<file path="src/rtl/data_bus_decoder.sv">
// Core data-port decoder: steers each access to RAM, ROM port B or the peripheral
// bus, tracks the single outstanding access and returns a one-cycle ready/err pulse.
module data_bus_decoder #(
    parameter int              XLEN     = 32,
    parameter logic [XLEN-1:0] ROM_BASE = 32'h0000_0000,
    parameter logic [XLEN-1:0] RAM_BASE = 32'h1000_0000,
    parameter logic [XLEN-1:0] PER_BASE = 32'h2000_0000,
    parameter int              MEM_LAT  = 1,
    parameter int              TIMEOUT  = 255
) (
    input  logic            clk,
    input  logic            rst,
    input  logic            c_req,
    input  logic            c_we,
    input  logic [XLEN-1:0] c_addr,
    input  logic [3:0]      c_byteen,
    input  logic [XLEN-1:0] c_wdata,
    output logic [XLEN-1:0] c_rdata,
    output logic            c_ready,
    output logic            c_err,
    output logic [14:0]     ram_addr,
    output logic [3:0]      ram_byteen,
    output logic            ram_we,
    output logic [XLEN-1:0] ram_wdata,
    input  logic [XLEN-1:0] ram_rdata,
    output logic [15:0]     rom_addr,
    output logic            rom_rden,
    input  logic [XLEN-1:0] rom_rdata,
    output logic            per_req,
    output logic            per_we,
    output logic [15:0]     per_addr,
    output logic [3:0]      per_byteen,
    output logic [XLEN-1:0] per_wdata,
    input  logic [XLEN-1:0] per_rdata,
    input  logic            per_ack
);

    typedef enum logic [1:0] {IDLE, MEM_WAIT, PER_WAIT, RESP} state_t;

    state_t            state_q, state_d;
    logic [15:0]       cnt_q, cnt_d;
    logic [1:0]        lat_q, lat_d;
    logic [XLEN-1:0]   rdata_q, rdata_d;
    logic              err_q, err_d;
    logic              sel_rom_q, sel_rom_d;

    logic hit_rom, hit_ram, hit_per;
    logic sel_rom, sel_ram, sel_per;
    logic illegal, unmapped, accept, good;
    logic [XLEN-1:0] mem_data;
    logic unused_addr_bits;

    // Windows are checked in priority order ROM, RAM, peripheral.
    assign hit_rom  = (c_addr[XLEN-1:18] == ROM_BASE[XLEN-1:18]);
    assign hit_ram  = (c_addr[XLEN-1:17] == RAM_BASE[XLEN-1:17]);
    assign hit_per  = (c_addr[XLEN-1:18] == PER_BASE[XLEN-1:18]);
    assign sel_rom  = hit_rom;
    assign sel_ram  = !hit_rom && hit_ram;
    assign sel_per  = !hit_rom && !hit_ram && hit_per;
    assign unmapped = !(hit_rom || hit_ram || hit_per);
    assign illegal  = (c_byteen == 4'b0000) || (sel_rom && c_we);
    assign accept   = (state_q == IDLE) && c_req;
    assign good     = accept && !illegal && !unmapped;

    assign unused_addr_bits = ^c_addr[1:0];

    assign ram_addr   = c_addr[16:2];
    assign ram_byteen = c_byteen;
    assign ram_wdata  = c_wdata;
    assign rom_addr   = c_addr[17:2];
    assign per_we     = c_we;
    assign per_addr   = c_addr[17:2];
    assign per_byteen = c_byteen;
    assign per_wdata  = c_wdata;

    // Strobes are gated by rst so they fall the instant reset asserts.
    assign ram_we   = !rst && good && sel_ram && c_we;
    assign rom_rden = !rst && good && sel_rom && !c_we;
    assign per_req  = !rst && ((state_q == PER_WAIT) || (good && sel_per));

    assign mem_data = sel_rom_q ? rom_rdata : ram_rdata;

    always_ff @(posedge clk or posedge rst) begin
        if (rst) begin
            state_q   <= IDLE;
            cnt_q     <= '0;
            lat_q     <= '0;
            rdata_q   <= '0;
            err_q     <= 1'b0;
            sel_rom_q <= 1'b0;
        end else begin
            state_q   <= state_d;
            cnt_q     <= cnt_d;
            lat_q     <= lat_d;
            rdata_q   <= rdata_d;
            err_q     <= err_d;
            sel_rom_q <= sel_rom_d;
        end
    end

    always_comb begin
        state_d   = state_q;
        cnt_d     = cnt_q;
        lat_d     = lat_q;
        rdata_d   = rdata_q;
        err_d     = err_q;
        sel_rom_d = sel_rom_q;
        c_ready   = 1'b0;
        c_err     = 1'b0;
        c_rdata   = rdata_q;
        case (state_q)
            IDLE: begin
                if (c_req) begin
                    if (illegal || unmapped) begin
                        err_d   = 1'b1;
                        rdata_d = '0;
                        state_d = RESP;
                    end else if (sel_per) begin
                        cnt_d   = 16'd1;
                        state_d = PER_WAIT;
                    end else if (c_we) begin
                        err_d   = 1'b0;
                        rdata_d = '0;
                        state_d = RESP;
                    end else begin
                        sel_rom_d = sel_rom;
                        lat_d     = 2'd0;
                        state_d   = MEM_WAIT;
                    end
                end
            end
            MEM_WAIT: begin
                // Synchronous slave data is forwarded combinationally on the ready cycle.
                if (lat_q == 2'(MEM_LAT - 1)) begin
                    c_ready = 1'b1;
                    c_rdata = mem_data;
                    rdata_d = mem_data;
                    lat_d   = 2'd0;
                    state_d = IDLE;
                end else begin
                    lat_d = lat_q + 2'd1;
                end
            end
            PER_WAIT: begin
                // cnt_q equals the number of cycles since the request was issued.
                if (per_ack) begin
                    rdata_d = c_we ? '0 : per_rdata;
                    err_d   = 1'b0;
                    state_d = RESP;
                end else if (cnt_q >= 16'(TIMEOUT - 1)) begin
                    rdata_d = '0;
                    err_d   = 1'b1;
                    state_d = RESP;
                end else begin
                    cnt_d = cnt_q + 16'd1;
                end
            end
            RESP: begin
                c_ready = 1'b1;
                c_err   = err_q;
                err_d   = 1'b0;
                cnt_d   = '0;
                state_d = IDLE;
            end
            default: state_d = IDLE;
        endcase
    end

endmodule

</file>
<file path="config.mk">
export PLATFORM = sky130hd
export DESIGN_NAME = data_bus_decoder
export DESIGN_NICKNAME = d
export VERILOG_FILES = /design/src/rtl/data_bus_decoder.sv
export SDC_FILE = /design/constraint.sdc
export NUM_CORES = 1
export LEC_CHECK = 0
export ABC_AREA = 1
export CORE_AREA = 2 2 126 128
export DETAILED_ROUTE_END_ITERATION = 10
export DIE_AREA = 0 0 128 130
export PLACE_DENSITY_LB_ADDON = 0.05
export SLEW_MARGIN = 15
export SYNTH_ARGS = -nofsm -noshare
export SYNTH_HDL_FRONTEND = slang
export SYNTH_SLANG_ARGS = --single-unit
export TNS_END_PERCENT = 50
</file>
<file path="constraint.sdc">
create_clock -name clk -period 5.6 [get_ports clk]
set_clock_uncertainty 0.1 [all_clocks]
set_input_delay 0.56 -clock clk [delete_from_list [all_inputs] [get_ports clk]]
set_output_delay 0.56 -clock clk [all_outputs]
set_load 0.05 [all_outputs]
</file>
==> results of run 1 <==
-- how the worst max path moves through the flow --
stage | endpoint | cells after the start
after global routing | c_rdata[17] | 7
after global placement | c_rdata[17] | 7
after floorplan | rom_rden | 7
after CTS | c_rdata[17] | 7
final | c_rdata[17] | 7
after detailed placement | c_rdata[17] | 7
-- critical path, delay by kind of cell, from the launching register on --
family,cells,cell delay [ps]
AO/OA/AOI/OAI,1,440
adder cells (fa/ha/maj),1,240
buffers and inverters,4,1890
flip-flops,1,380
AND/OR/NAND/NOR,1,80
-- synth_stat cells (5+ instances only) --
| cell type | count |
|---|---|
| or2_2 | 5 |
| buf_6 | 7 |
| nand2_2 | 6 |
| ha_1 | 9 |
| o21ai_0 | 130 |
| nand2_1 | 90 |
| clkbuf_1 | 15 |
| nor2_1 | 121 |
| o21ai_2 | 32 |
| buf_4 | 121 |
| o21ai_1 | 9 |
| buf_2 | 6 |
| nand3_1 | 15 |
| a21oi_1 | 6 |
| dfrtp_1 | 54 |
| inv_1 | 102 |
-- area by class of cell --
| class | instances | area [sq um] |
|---|---|---|
| repair buffers | 171 | 1700 |
| fillers | 1629 | 9360 |
| well taps | 192 | 240 |
| diodes | 1 | 2.50 |
| multi-input cells | 446 | 2240 |
| clock buffers | 7 | 133 |
| inverters | 105 | 394 |
| flip-flops and latches | 54 | 1350 |
-- power by group through the flow --
stage	sequential, W	clock (W)	combinational, W
finish	0.000588	0.000304	0.00196
global route	0.000605	0.000331	0.00214
CTS	0.000588	0.000317	0.00200
detailed placement	0.000595	0	0.00199
global placement	0.000591	0	0.00198
floorplan	0.000580	0	0.00166
-- state kept, by name, summed over array words and instances, names as in the netlist --
signal,flops
sel_rom_q,1
state_q,2
lat_q,2
cnt_q,16
rdata_q,32
err_q,1
-- cell families after synthesis --
| family | after synthesis | share of synthesized area, % |
|---|---|---|
| buffers and inverters | 255 | 29.1 |
| adder cells (fa/ha/maj) | 9 | 2.22 |
| AO/OA/AOI/OAI | 180 | 20.3 |
| AND/OR/NAND/NOR | 257 | 21.7 |
| flip-flops | 54 | 26.7 |
-- metrics by stage --
step | power, W | setup WS, ps
floorplan | 0.00224 | 2320
global placement | 0.00257 | 1850
detailed placement | 0.00259 | 1820
CTS | 0.00290 | 1480
global route | 0.00308 | 1320
finish | 0.00285 | 1590
-- per-layer routing --
| layer | up-vias | global-route usage [%] | share of wire (%) |
|---|---|---|---|
| met5 | - | 0 | 0 |
| met1 | 2085 | 20.2 | 40 |
| met2 | 180 | 33.2 | 52 |
| met4 | 0 | 6.08 | 2.1 |
| li1 | 2297 | - | - |
| met3 | 31 | 3.40 | 6.3 |
==> impl_metrics.csv, run 1 <==
group,metric,value,unit
finish,final_util,39.3,%
power_and_ir_drop,power_density,470,mW/mm^2
power_and_ir_drop,worst_ir_drop_vdd,215,uV
clocking,htreeDepth,2,
finish,area_growth,19.7,%
grt,overflow,0,
clocking,cts.hold.buffers_added,0,
placed_design,dpl-instance-area,0.00593,sq mm
setup_path,critPathMaxStageDelay,870,ps
hold_path,min-delay-start,"rdata_q[14]",
placed_design,dp.cells,968,
floorplanning,dieHeight,130,um
setup_path,crit_path_start,"state_q[1]",
setup_path,crit_path_top_delay_cell,"clkdlybuf4s50_1",
floorplanning,num_rows,46,
hold_path,min_to,"rdata_q[14]",
synthesis,synth.area.top_cells,"dfrtp_1 27%, buf_4 18%, o21ai_0 13%",
clocking,clockBufferDepth,2,
sta,min_period,4010,ps
setup_path,end_kind,"output pin",
setup_path,start_kind,"flop",
sta,finalSetupViolations,0,
finish,fin_area,0.00606,sq mm
clocking,tritoncts,"built",
sta,clock.fmax,249,MHz
synthesis,synth_top_area_share,26.7,%
detailed_routing,first_iter_violations,196,
synthesis,synth_cells,755,
synthesis,syn_area,0.00506,sq mm
clocking,cts-resized-gates,0,
floorplanning,die_w,128,um
outcome,status,"finished, final reports clean",
sta,whs,382,ps
sta,rsz0062_at_grt,"no",
power_and_ir_drop,switching_share,54.7,%
setup_path,reg2reg_depth,10,
finish,nets,961,
detailed_routing,vias,4593,
sta,worstMarginPinSlew,1160,ps
clocking,postCtsSetupBuffers,0,
power_and_ir_drop,power.internal,0.00129,W
clocking,cts_root_buffer,"clkbuf_16",
power_and_ir_drop,p_sw,0.00156,W
floorplanning,die_area,0.0166,sq mm
floorplanning,start_util,32.8,%
sta,slew_viol_final,0,
placed_design,io_buffers,167,
grt,grt_start_max_net_pins,65,
clocking,cts_buffers,5,
run,maxCapViolCount,0,
hold_path,min_path_type,"reg2reg",
clocking,clk_pin_slew_worst_paths,70,ps
power_and_ir_drop,pwr-share-clk,10.7,%
detailed_routing,routed_wl,15.1,mm
power_and_ir_drop,power_frac_comb,68.7,%
sta,fin_crit_sh,71.6,%
hold_path,hold_depth,2,
clocking,cts_sinks,54,
grt,grt_pass1_wl,23.4,mm
synthesis,ys_types,31,
synthesis,synth-seq-cells,54,
setup_path,critPathKind,"reg2out",
synthesis,syn_nets,933,
sta,relSlewSlack,22.8,%
synthesis,ys.flop_type,"dfrtp_1",
setup_path,worstPathArrival,3350,ps
finish,mostFrequentLayoutCells,"167 x clkdlybuf4s50_1, 130 x o21ai_0, 121 x nor2_1, 101 x inv_1, 90 x nand2_1",
synthesis,synth_largest_area_cell,"dfrtp_1",
setup_path,r2r-end,"rdata_q[31]",
finish,drive_gt1_share,8.43,%
setup_path,crit_path_frequent_cell,"inv_1",
setup_path,rrSetupSlack,2860,ps
synthesis,avgSynthCellArea,6.71,sq um
finish,final_common_cell,"clkdlybuf4s50_1",
power_and_ir_drop,p_leak,2.67,nW
clocking,insertion_delay,290,ps
detailed_routing,drt_pre_antenna_iters,5,
floorplanning,ios,326,
power_and_ir_drop,seqPwrFrac,20.6,%
sta,hold_viol,0,
synthesis,yosysWarnings,0,
setup_path,rr_startpoint,"state_q[0]",
grt,antenna_found_initial,0,
detailed_routing,routedWlPerCell,15.4,um
setup_path,worstPathRequired,4940,ps
detailed_routing,via_per_inst,4.71,
floorplanning,core_area,0.0154,sq mm
placed_design,hpwl,11.0,mm
grt,grt_pass1_vias,4568,
sta,fin_tns_setup,0,ps
synthesis,synth_edf_count,0,
finish,fin_cells,976,
detailed_routing,drc,0,
setup_path,worstPathMaxFanout,33,
synthesis,yosysSeqAreaShare,26.7,%
grt,globalRouteTotalUtil,17.7,%
detailed_routing,postRouteAntennaNets,0,
synthesis,synthArstFlopShare,100,%
setup_path,crit_chain,"inv_1, ha_1, nand2_1, buf_4, inv_1, o21ai_0, clkdlybuf4s50_1",
placed_design,place.gp.congestion,0.792,
Power figures use the tool's default switching activity.
==> run 2, diff against run 1 <==
==> constraint.sdc (replaced) <==
create_clock -name clk -period 4.2 [get_ports clk]
set_clock_uncertainty 0.1 [all_clocks]
set_input_delay 0.42 -clock clk [delete_from_list [all_inputs] [get_ports clk]]
set_output_delay 0.42 -clock clk [all_outputs]
set_load 0.05 [all_outputs]
==> impl_metrics.csv, run 2 (synthesized netlist as in run 1, its figures left out) <==
group,metric,value,unit
clocking,cts_buffers,5,
detailed_routing,routed_wl,15.3,mm
sta,worstMarginPinSlew,1160,ps
finish,seq_area,0.00135,sq mm
clocking,cts_root_buffer,"clkbuf_16",
run,maxCapViolCount,0,
grt,grt_start_max_net_pins,65,
floorplanning,die_w,128,um
detailed_routing,drt_pre_antenna_iters,4,
setup_path,rrSetupSlack,1410,ps
detailed_routing,drc,0,
floorplanning,core_area,0.0154,sq mm
setup_path,worstPathMaxFanout,33,
setup_path,end_kind,"output pin",
floorplanning,dieHeight,130,um
grt,globalRouteTotalUtil,18.2,%
power_and_ir_drop,p_leak,2.83,nW
finish,reg_top3,"rdata_q x32, cnt_q x16",
floorplanning,die_area,0.0166,sq mm
clocking,cts-resized-gates,0,
detailed_routing,dr.max_layer_used,"met4",
finish,nFillCells,1585,
clocking,clockBufferDepth,2,
sta,slew_viol_final,0,
floorplanning,num_rows,46,
finish,area_growth,26.2,%
power_and_ir_drop,power_density,676,mW/mm^2
detailed_routing,routedWlPerCell,15.7,um
clocking,insertion_delay,300,ps
grt,grt_pass1_vias,4517,
placed_design,hpwl,11.1,mm
floorplanning,start_util,32.8,%
detailed_routing,met1_length,6.00,mm
finish,fin_area,0.00639,sq mm
setup_path,worstPathRequired,3680,ps
finish,multiInputGateArea,0.00224,sq mm
clocking,tritoncts,"built",
placed_design,dpl-instance-area,0.00625,sq mm
finish,largest-register,"rdata_q",
finish,final_common_cell,"clkdlybuf4s50_1",
clocking,clk_pin_slew_worst_paths,70,ps
sta,relSlewSlack,22.8,%
hold_path,min_path_type,"reg2reg",
finish,num_antenna_cells,0,
clocking,postCtsSetupBuffers,0,
floorplanning,ios,326,
setup_path,start_kind,"flop",
outcome,status,"finished, final reports clean",
sta,fin_crit_sh,83.1,%
sta,rsz0062_at_grt,"no",
detailed_routing,vias,4608,
placed_design,place.gp.congestion,0.785,
finish,drive_gt1_share,12.9,%
detailed_routing,dr_wl_met3,941,um
sta,finalSetupViolations,0,
detailed_routing,postRouteAntennaNets,0,
sta,clock.fmax,286,MHz
setup_path,worstPathArrival,2970,ps
detailed_routing,wl_met2,8.08,mm
finish,mostFrequentLayoutCells,"134 x clkdlybuf4s50_1, 130 x o21ai_0, 121 x nor2_1, 100 x inv_1, 90 x nand2_1",
detailed_routing,via_per_inst,4.72,
finish,nets,961,
power_and_ir_drop,worst_ir_drop_vdd,305,uV
clocking,cts.hold.buffers_added,0,
grt,antenna_found_initial,0,
hold_path,hold_depth,2,
placed_design,io_buffers,167,
setup_path,critPathKind,"reg2out",
clocking,htreeDepth,2,
sta,fin_tns_setup,0,ps
sta,hold_viol,0,
detailed_routing,first_iter_violations,159,
grt,grt_pass1_wl,23.8,mm
finish,largest_register_ffs,32,
sta,min_period,3490,ps
clocking,cts_sinks,54,
grt,overflow,0,
setup_path,reg2reg_depth,10,
-- run 2: cell types whose count changed in the layout (fill, tap and decap cells not counted), sizes merged --
cell           previous run  this run
buf                       4        37
clkbuf                    7         6
inv                     104       103
clkdlybuf4s50           167       134
clkinv                    1         4
diode                     1         0
-- run 2: worst paths after layout --
| kind | from | endpoint |
|---|---|---|
| worst max-delay path | state_q[1] | c_rdata[17] |
| worst min-delay path | rdata_q[4] | rdata_q[4] |
| worst max register to register | state_q[0] | rdata_q[6] |
| worst min register to register | rdata_q[4] | rdata_q[4] |
| max in group asynchronous | rst | rdata_q[8] |
| min in group asynchronous | rst | rdata_q[28] |
-- run 2: area by class of cell --
| cell class | count | share of cell area [%] |
|---|---|---|
| clock buffers | 6 | 2.02 |
| clock inverters | 2 | 0.215 |
| inverters | 105 | 6.17 |
| multi-input cells | 446 | 35.1 |
| flip-flops and latches | 54 | 21.2 |
| well taps | 192 | 3.76 |
| repair buffers | 171 | 31.6 |
-- run 2: per-layer routing --
metal | up-vias | GRT usage [%]
met2 | 168 | 34.2
met1 | 2105 | 20.7
met4 | 0 | 6.14
li1 | 2305 | -
met3 | 30 | 3.49
met5 | - | 0
-- run 2: critical path, cell delays in order, from the launching register on --
cell      delay (ps)
dfrtp_1          370
inv_1            100
ha_1             260
nand2_1          110
clkinv_1         810
o21ai_0          800
buf_12           210
-- run 2: per-stage QoR --
| step | setup WS (ps) | hold slack, ps | total power [W] | cells | util (%) |
|---|---|---|---|---|---|
| floorplan | 1200 | 353 | 0.00298 | 755 | - |
| global placement | 1020 | 364 | 0.00393 | 968 | 40.5 |
| detailed placement | 967 | 367 | 0.00395 | 968 | 40.5 |
| CTS | 868 | 385 | 0.00438 | 976 | 41.4 |
| global route | 437 | 400 | 0.00462 | 976 | 41.4 |
| finish | 709 | 381 | 0.00432 | 976 | 41.4 |
-- run 2: where the power goes --
group / switching, W / internal (W)
clock: 0.000198 / 0.000222
sequential: 0.0000940 / 0.000691
combinational: 0.00192 / 0.00119
